File: config.mk
export PLATFORM = sky130hd
export DESIGN_NAME = pwm_ramp_ctrl
export DESIGN_NICKNAME = d
export VERILOG_FILES = /design/src/rtl/pwm_ramp_ctrl.sv
export SDC_FILE = /design/constraint.sdc
export NUM_CORES = 1
export LEC_CHECK = 0
export ABC_AREA = 1
export CAP_MARGIN = 20
export CELL_PAD_IN_SITES_DETAIL_PLACEMENT = 0
export CELL_PAD_IN_SITES_GLOBAL_PLACEMENT = 1
export CORE_MARGIN = 3
export CORE_UTILIZATION = 45
export CTS_BUF_LIST = sky130_fd_sc_hd__clkbuf_16
export DETAILED_ROUTE_END_ITERATION = 6
export GPL_TIMING_DRIVEN = 0
export MAX_ROUTING_LAYER = met4
export PLACE_DENSITY_LB_ADDON = 0.1
export SYNTH_ARGS = -nofsm -noshare
export SYNTH_HDL_FRONTEND = slang
export SYNTH_SLANG_ARGS = --single-unit
File: constraint.sdc
create_clock -name clk -period 5.12 [get_ports clk]
set_input_delay 0.512 -clock clk [delete_from_list [all_inputs] [get_ports clk]]
set_output_delay 0.512 -clock clk [all_outputs]
set_load 0.01 [all_outputs]
File: src/rtl/pwm_ramp_ctrl.sv
// pwm_ramp_ctrl: slew-limited duty sequencer that steps level toward a target only on PWM period boundaries
module pwm_ramp_ctrl #(
  parameter int C_CLK_FRQ      = 100000000,
  parameter int C_LEVEL_WIDTH  = 8,
  parameter int C_STEP_PERIODS = 1
) (
  input  logic                     clk,
  input  logic                     rstb,
  input  logic [C_LEVEL_WIDTH-1:0] tgt,
  input  logic                     tgt_valid,
  output logic                     tgt_ready,
  input  logic [C_LEVEL_WIDTH-1:0] step,
  output logic [C_LEVEL_WIDTH-1:0] level,
  output logic                     busy,
  output logic                     done,
  output logic                     period_tick
);
  localparam int W = C_LEVEL_WIDTH;
  localparam int SW = $clog2(C_STEP_PERIODS + 1);
  localparam logic [1:0] IDLE = 2'd0, UP = 2'd1, DOWN = 2'd2;
  if (C_STEP_PERIODS < 1 || C_CLK_FRQ < 1 || C_LEVEL_WIDTH < 1) begin : g_bad
    $error("pwm_ramp_ctrl: illegal parameters");
  end
  logic [1:0] state;
  logic [W-1:0] pcnt, tgtq, stepq, nxt;
  logic [SW-1:0] scnt;
  logic [W:0] sum, diff;
  logic accept, advance;
  assign tgt_ready = state == IDLE && !rstb;
  assign busy = state != IDLE;
  assign accept = tgt_valid && tgt_ready;
  assign advance = period_tick && scnt == SW'(C_STEP_PERIODS - 1);
  // W+1-bit arithmetic so the clamp to the target sees overflow/borrow instead of a wrapped value
  assign sum = {1'b0, level} + {1'b0, stepq};
  assign diff = {1'b0, level} - {1'b0, stepq};
  assign nxt = state == UP ? (sum > {1'b0, tgtq} ? tgtq : sum[W-1:0])
                           : (diff[W] || diff[W-1:0] < tgtq ? tgtq : diff[W-1:0]);
  always_ff @(posedge clk) begin
    if (rstb) begin
      state <= IDLE;
      pcnt <= '0;
      scnt <= '0;
      tgtq <= '0;
      stepq <= '0;
      level <= '0;
      done <= 1'b0;
      period_tick <= 1'b0;
    end else begin
      pcnt <= pcnt + 1'b1;
      period_tick <= pcnt == W'(2 ** W - 2);
      done <= 1'b0;
      if (accept) begin
        tgtq <= tgt;
        stepq <= step == '0 ? W'(1) : step;
        scnt <= '0;
        state <= tgt > level ? UP : tgt < level ? DOWN : IDLE;
        done <= tgt == level;
      end else begin
        if (period_tick) scnt <= advance ? '0 : scnt + 1'b1;
        if (advance && busy) begin
          level <= nxt;
          if (nxt == tgtq) begin
            state <= IDLE;
            done <= 1'b1;
          end
        end
      end
    end
  end
endmodule

==> results.json <==
{
  "worst-setup-path-type": "flop to flop",
  "ir_worst_vdd_uv": 163,
  "cts.path.max_buffers": 2,
  "gr-usage-met2": 0.355,
  "tns_ns": 0,
  "gp_congestion": 0.913,
  "drc": 0,
  "p_clk_frac": 0.302,
  "antenna_found_initial": 0,
  "ys_warn_count": 0,
  "drt-pass1-iter-count": 4,
  "die_y_um": 90.7,
  "grt_use_total": 0.225,
  "start_util": 0.470,
  "cp.required_ns": 5.27,
  "viasPerCell": 5.21,
  "die_x_um": 90.7,
  "layout_commonest_cell": "nand2_1",
  "drive_gt1_frac": 0.0911,
  "use_met1": 0.296,
  "grt_pass1_vias": 3025,
  "switching_share": 0.365,
  "clock_latency_ns": 0.28,
  "clk_pin_slew_ns": 0.06,
  "drt_wl_total_mm": 8.66,
  "avgSynthCellArea_um2": 6.91,
  "syn_to_final_growth_pct": 17.4,
  "fin_crit_ns": 3.64,
  "synthArstFlopShare": 0,
  "drv_slew": 0,
  "post_cts_buffers": 0,
  "fin_area_um2": 3790,
  "final.setup.worst_slack_ns": 1.48,
  "grt_overflow": 0,
  "endpoint_kind": "flop",
  "grt_max_degree": 13,
  "internal_power_uw": 622,
  "cts_hold_buffers": 0,
  "clock_skew_ns": 0.00546,
  "coreArea_um2": 6870,
  "mostFrequentLayoutCells": "86 x nand2_1, 70 x inv_1, 55 x nand3_1",
  "place_area_um2": 3650,
  "nets": 566,
  "worst_slew_pin_slew_ns": 0.561,
  "via_count": 3129,
  "yosysUniqueCellTypes": 37,
  "place_hpwl_mm": 7.19,
  "diodes": 0,
  "postRouteAntennaNets": 0,
  "power_density_nw_per_um2": 258,
  "switchingPower_uw": 357,
  "dp_slack_ns": 1.47,
  "worstPathArrival_ns": 3.79,
  "cap_viol_max_count": 0,
  "syn_area_um2": 3230,
  "synth_edf_count": 0,
  "finalCritPeriodShare": 0.711,
  "clock-sinks": 37,
  "outcome": "finished clean",
  "synthCells": 467,
  "utilization": 0.552,
  "hold_violations": 0,
  "cp_max_fo": 10,
  "ios": 31,
  "fp.dieArea_um2": 8230,
  "rows": 30,
  "dp_cells": 593,
  "fin_cells": 601,
  "synth_flop_cell": "dfxtp_1",
  "cts_tree": "done",
  "hold_class": "flop to flop",
  "cts_buffers": 5,
  "rsz0062_at_grt": "false",
  "seq_power_share": 0.320,
  "slew_headroom": 0.623,
  "combPwrFrac": 0.378,
  "use_met3": 0.0325,
  "ys_seq_area_frac": 0.229,
  "setup_violations": 0,
  "root_buffer": "clkbuf_16",
  "cts-resized-gates": 0,
  "p_leak_nw": 1.78,
  "htreeDepth": 2,
  "drtIter0Drc": 160,
  "grt_first_pass_wirelength_mm": 14.6,
  "synth_nets": 529,
  "wire_per_inst_um": 14.4,
  "total_power_uw": 979,
  "holdWs_ns": 0.468,
  "grt-busiest-layer": "met2",
  "ys_seq_elements": 37,
  "critPathLaunchType": "flop",
  "io_buffers": 30,
  "max_freq_mhz": 275
}
[Yosys cell counts (2+ instances only)]
cell type  instances  area share
nor3_1             5      0.0078
dfxtp_1           37        0.23
ha_1              41        0.16
fa_1               2       0.012
xor2_1             9       0.024
a21oi_1           43       0.067
clkbuf_1           6      0.0070
a21oi_2            2      0.0054
nand2_1           86        0.10
nand2_2            8       0.016
nand4_1            9       0.017
o211ai_2           3       0.012
nand3_2            6       0.019
buf_2              2      0.0031
nand3_1           55       0.085
nor2_2             2      0.0039
o211ai_1           4      0.0093
buf_6              5       0.017
nor2_1            17       0.020
inv_1             70       0.081
buf_4              2      0.0046
o21ai_0           25       0.039
nand3b_1           4      0.0093
xnor2_1            2      0.0054
inv_2              4      0.0046
a31oi_1            2      0.0039
o21ai_1            6      0.0093
[registers in the layout (all words and copies together), names as in the netlist]
name	cells
stepq	8
scnt	1
pcnt	8
period_tick	1
level	8
done	1
state	2
tgtq	8
[worst max-delay path: stages, from the launching register on]
cell      delay [ns]
dfxtp_1         0.36
ha_1            0.24
fa_1            0.42
nand3_1         0.12
nand2_2         0.07
xor2_1          0.30
ha_1            0.31
nand2_1         0.09
nor2_1          0.06
nand2_1         0.05
nand3_1         0.07
nand2_1         0.06
nand2_1         0.04
nand2_1         0.05
nand2_1         0.04
nand2_1         0.10
buf_2           0.23
nand3b_1        0.12
nand3_1         0.13
nand3_1         0.07
nand2_1         0.08
nand2_1         0.05
nor2_1          0.13
nand3_2         0.13
nand3_1         0.11
a21oi_1         0.06
[power by group through the flow]
stage	clock (mW)	sequential, mW	combinational, mW
after global placement	0	0.319	0.365
after global routing	0.311	0.316	0.425
after detailed placement	0	0.320	0.369
final	0.296	0.314	0.370
after floorplan	0	0.317	0.276
after CTS	0.302	0.313	0.371
[cell type report]
type	count	area [um^2]
Fill cell	701	3080
Clock inverter	3	16.3
Multi-Input combinational cell	340	2100
Inverter	74	278
Clock buffer	5	125
Buffer	16	108
Timing Repair Buffer	30	300
Tap cell	96	120
Sequential cell	37	741
[logic make-up after synthesis]
logic type | after synthesis | synth area share
simple gates | 197 | 0.291
buf+inv | 90 | 0.119
compound gates | 88 | 0.153
fa+ha+maj | 43 | 0.171
flops | 37 | 0.229
xor+xnor | 12 | 0.0349
[per-layer routing]
metal  part of all wire  vias up  wire (um)
li1                   -     1619          -
met1               0.47     1396       4080
met2               0.45       97       3880
met3              0.056       17        483
met4              0.025        0        217
met5                  0        -          0
[path summary, 6_finish.rpt]
path / start / to / slack, ns / cells after the start
worst min register to register: scnt$_SDFFE_PP0P_ / scnt$_SDFFE_PP0P_ / 0.47 / 2
worst min-delay path: scnt$_SDFFE_PP0P_ / scnt$_SDFFE_PP0P_ / 0.47 / 2
worst max register to register: level[0]$_SDFFE_PP0P_ / state[0]$_SDFFE_PP0P_ / 1.48 / 25
worst max-delay path: level[0]$_SDFFE_PP0P_ / state[0]$_SDFFE_PP0P_ / 1.48 / 25
No activity file was read; power rests on OpenSTA's default activity.
==> RTL edit 1, RTL diff (same flow settings) <==
`C_LEVEL_WIDTH`: 8 -> 9.
--- a/src/rtl/pwm_ramp_ctrl.sv
+++ b/src/rtl/pwm_ramp_ctrl.sv
@@ -2,5 +2,5 @@
 module pwm_ramp_ctrl #(
   parameter int C_CLK_FRQ      = 100000000,
-  parameter int C_LEVEL_WIDTH  = 8,
+  parameter int C_LEVEL_WIDTH  = 9,
   parameter int C_STEP_PERIODS = 1
 ) (
Ports: changed (resized level, step and tgt); port bits go from 31 to 34. The function was not compared with the original's and may differ.
==> RTL edit 1 against the original RTL <==
- cell area up 10%
- power up 6.9%
- area after synthesis up 10%
- via count up 14%
- sequential cell count up 4
- wire length up 18%
- global-route usage up 2.1 points
- worst setup slack worse by 450 ps
- sequential share of layout area up 0.14 points
- critical path type unchanged
- highest routed layer unchanged
==> RTL edit 1: results (changes against the original RTL) <==
* Status: complete, no violations (unchanged)
* Drt wl/cell at 15.1 um (was 14.4 um)
* Wl on met1 at 4910 um (was 4080 um)
* Metal3 WL at 310 um (was 483 um)
* Fillcell total at 750 (was 701)
* Buffers on Ports at 33 (was 30)
* Slew @ Worst Pin at 549 ps (was 561 ps)
* Critical path arrival at 4250 ps (was 3790 ps)
* Vias in the first global route at 3368 (was 3025)
* Reg2reg setup slack at 1030 ps (was 1480 ps)
* Seq/Total Area, Yosys at 0.230 (was 0.229)
* Maximum number of pins on one net before global-route repair at 15 (was 13)
* Hold Path End: pcnt[0]$_SDFF_PP0_ (was scnt$_SDFFE_PP0P_)
* R2R depth at 29 (was 25)
* DR iter-0 viols at 156 (was 160)
* Synth area leaders: dfxtp_1 23%, ha_1 16%, nand2_1 13% (was dfxtp_1 23%, ha_1 16%, nand2_1 10%)
* GPL Wtd Cong at 0.935 (was 0.913)
* Worst Skew at 6.50 ps (was 5.46 ps)
* Most frequent cells after synthesis: 124 x nand2_1, 81 x inv_1, 56 x nand3_1 (was 86 x nand2_1, 70 x inv_1, 55 x nand3_1)
* DR vias at 3569 (was 3129)
* Leakage at 2.04 nW (was 1.78 nW)
* Nets at 645 (was 566)
* WHS Path Cells at 1 (was 2)
* Syn nets at 604 (was 529)
* Post-synthesis cell type count at 42 (was 37)
* Worst vdd ir at 0.166 mV (was 0.163 mV)
* All-Layer GR Usage at 0.246 (was 0.225)
RTL edit 1: cells by family (layout without fill, tap and decap cells):
kind of cell               after synthesis  in the layout  share of synthesized area
xor gates and xnor gates                12             12                     0.0295
DFF                                     41             41                      0.230
AOI/OAI and AO/OA                       88             88                      0.148
adders and majority gates               48             48                      0.173
and+or+nand+nor                        242            242                      0.303
buffers and inverters                  104            146                      0.117
RTL edit 1: final cells by class:
type                            instances  area share
Timing Repair Buffer                   34      0.0804
Multi-Input combinational cell        390       0.558
Buffer                                 14      0.0186
Tap cell                               99      0.0297
Inverter                               90      0.0816
Clock inverter                          3     0.00510
Clock buffer                            5      0.0300
Sequential cell                        41       0.197
RTL edit 1: how the worst max path moves through the flow:
stage | to | slack, ps | cells past startpoint
6_report | state[0]$_SDFFE_PP0P_ | 1030 | 29
5_1_grt | state[0]$_SDFFE_PP0P_ | 690 | 29
4_1_cts | state[0]$_SDFFE_PP0P_ | 1100 | 29
3_5_place_dp | state[0]$_SDFFE_PP0P_ | 1130 | 29
3_3_place_gp | state[1]$_SDFFE_PP0P_ | 1170 | 29
2_1_floorplan | state[0]$_SDFFE_PP0P_ | 1790 | 29
RTL edit 1: power by group:
group / total [W] / internal (W) / switching [W]
sequential: 0.000344 / 0.000333 / 0.0000109
combinational: 0.000384 / 0.000143 / 0.000241
clock: 0.000318 / 0.000182 / 0.000136
total: 0.00105 / 0.000658 / 0.000388
RTL edit 1: layer usage:
layer	track usage	vias up
met4	0.0433	0
met5	-	-
met2	0.410	71
met3	0.0311	7
met1	0.323	1652
li1	-	1839
RTL edit 1: through the flow:
stage                     instance area, um2  hold slack, ps  utilization  cells  power (W)
after CTS                               4170             468        0.556    675    0.00105
after detailed placement                4020             455        0.537    667   0.000731
after global placement                  4020             446        0.537    667   0.000725
after global routing                    4170             486        0.557    676    0.00112
after floorplan                         3560             430            -    535   0.000629
final                                   4170             463        0.557    676    0.00105
RTL edit 1: worst max-delay path: cells and delay by family, from the launching register on:
family	cells	cell delay (ps)
compound gates	4	390
simple gates	18	1900
flops	1	470
fa+ha+maj	3	730
buf+inv	4	450
==> RTL edit 2, RTL diff (same settings) <==
Without the edit above. Register the output `level` once more, with the module's reset; this adds one clock of latency there. The other outputs are not delayed to match.
--- a/src/rtl/pwm_ramp_ctrl.sv
+++ b/src/rtl/pwm_ramp_ctrl.sv
@@ -19,4 +19,6 @@
   localparam int SW = $clog2(C_STEP_PERIODS + 1);
   localparam logic [1:0] IDLE = 2'd0, UP = 2'd1, DOWN = 2'd2;
+
+  logic [C_LEVEL_WIDTH-1:0] level_s0;
   if (C_STEP_PERIODS < 1 || C_CLK_FRQ < 1 || C_LEVEL_WIDTH < 1) begin : g_bad
     $error("pwm_ramp_ctrl: illegal parameters");
@@ -32,6 +34,6 @@
   assign advance = period_tick && scnt == SW'(C_STEP_PERIODS - 1);
   // W+1-bit arithmetic so the clamp to the target sees overflow/borrow instead of a wrapped value
-  assign sum = {1'b0, level} + {1'b0, stepq};
-  assign diff = {1'b0, level} - {1'b0, stepq};
+  assign sum = {1'b0, level_s0} + {1'b0, stepq};
+  assign diff = {1'b0, level_s0} - {1'b0, stepq};
   assign nxt = state == UP ? (sum > {1'b0, tgtq} ? tgtq : sum[W-1:0])
                            : (diff[W] || diff[W-1:0] < tgtq ? tgtq : diff[W-1:0]);
@@ -43,5 +45,5 @@
       tgtq <= '0;
       stepq <= '0;
-      level <= '0;
+      level_s0 <= '0;
       done <= 1'b0;
       period_tick <= 1'b0;
@@ -54,10 +56,10 @@
         stepq <= step == '0 ? W'(1) : step;
         scnt <= '0;
-        state <= tgt > level ? UP : tgt < level ? DOWN : IDLE;
-        done <= tgt == level;
+        state <= tgt > level_s0 ? UP : tgt < level_s0 ? DOWN : IDLE;
+        done <= tgt == level_s0;
       end else begin
         if (period_tick) scnt <= advance ? '0 : scnt + 1'b1;
         if (advance && busy) begin
-          level <= nxt;
+          level_s0 <= nxt;
           if (nxt == tgtq) begin
             state <= IDLE;
@@ -68,4 +70,12 @@
     end
   end
+  always_ff @(posedge clk) begin
+    if (rstb) begin
+      level <= '0;
+    end else begin
+      level <= level_s0;
+    end
+  end
+
 endmodule
 
Function: no difference found for any inputs over 10 cycles, from zero or initial values and one cycle with rstb high; that may be too few to reach the edited logic, so the function may still have changed.
==> RTL edit 2 against the original RTL <==
- utilization is 0.11 points higher
- worst setup slack worse by 25 ps
- wire length is 3.3% higher
- cell area is 6.9% higher
- critical path depth is 1 lower
- sequential cell count is 8 higher
- first-iteration DRC count is 13% lower
- count of clock-buffer cells in the layout stayed put
- clock skew is 1.7 ps higher
- synthesized cell count is 4.9% higher
- power is 17% higher
- area after synthesis is 6.8% higher
==> RTL edit 2: results (changes against the original RTL) <==
* Adder-cell share of the synthesized area at 0.160 (was 0.171)
* Vias in the first global route at 3005 (was 3025)
* Fin cells at 626 (was 601)
* Pre-CTS WS at 1500 ps (was 1470 ps)
* DR iter-0 viols at 139 (was 160)
* Status: complete, no violations (unchanged)
* DR vias/cell at 5.07 (was 5.21)
* Area growth from synthesis to layout at 17.5% (was 17.4%)
* Nets at 588 (was 566)
* Relative slew slack at 0.428 (was 0.623)
* Die area at 0.00875 mm2 (was 0.00823 mm2)
* Logic pwr share at 0.315 (was 0.378)
* GPL Wtd Cong at 0.866 (was 0.913)
* Maximum number of pins on one net before global-route repair at 15 (was 13)
* Pint at 0.000779 W (was 0.000622 W)
* Placed wire-length estimate at 7210 um (was 7190 um)
* Synth Area per Inst at 7.04 um2 (was 6.91 um2)
* Clk sinks at 45 (was 37)
* Fillcell total at 725 (was 701)
* All-Layer GR Usage at 0.218 (was 0.225)
* Xor/xnor cell area share of the yosys netlist at 0.0356 (was 0.0349)
* Multi-input combinational area share at 0.530 (was 0.555)
* Clk cell area share at 0.0469 (was 0.0373)
* Power per standard cell area at 283 mW/mm2 (was 258 mW/mm2)
* DP Area at 0.00386 mm2 (was 0.00365 mm2)
* Multi-input gates at 349 (was 340)
* Syn nets at 552 (was 529)
## RTL edit 2: worst paths after layout
path / start / to / slack [ps] / depth (start not counted)
setup / recovery: level_s0[0]$_SDFFE_PP0P_ / state[1]$_SDFFE_PP0P_ / 1450 / 24
hold / removal: pcnt[0]$_SDFF_PP0_ / pcnt[0]$_SDFF_PP0_ / 460 / 1
setup reg to reg: level_s0[0]$_SDFFE_PP0P_ / state[1]$_SDFFE_PP0P_ / 1450 / 24
hold reg to reg: pcnt[0]$_SDFF_PP0_ / pcnt[0]$_SDFF_PP0_ / 460 / 1
## RTL edit 2: critical path: cells and delay by family, from the launching register on
family          cells  cell delay, ps
compound gates      2             220
xor+xnor            1             270
fa+ha+maj           3            1000
buf+inv             2             320
flops               1             360
simple gates       16            1340
## RTL edit 2: layer usage
layer,global-route usage,vias up,part of all wire
li1,-,1670,-
met1,0.292,1441,0.49
met2,0.354,54,0.47
met3,0.0298,11,0.030
met4,0.0445,0,0.0095
met5,-,-,0
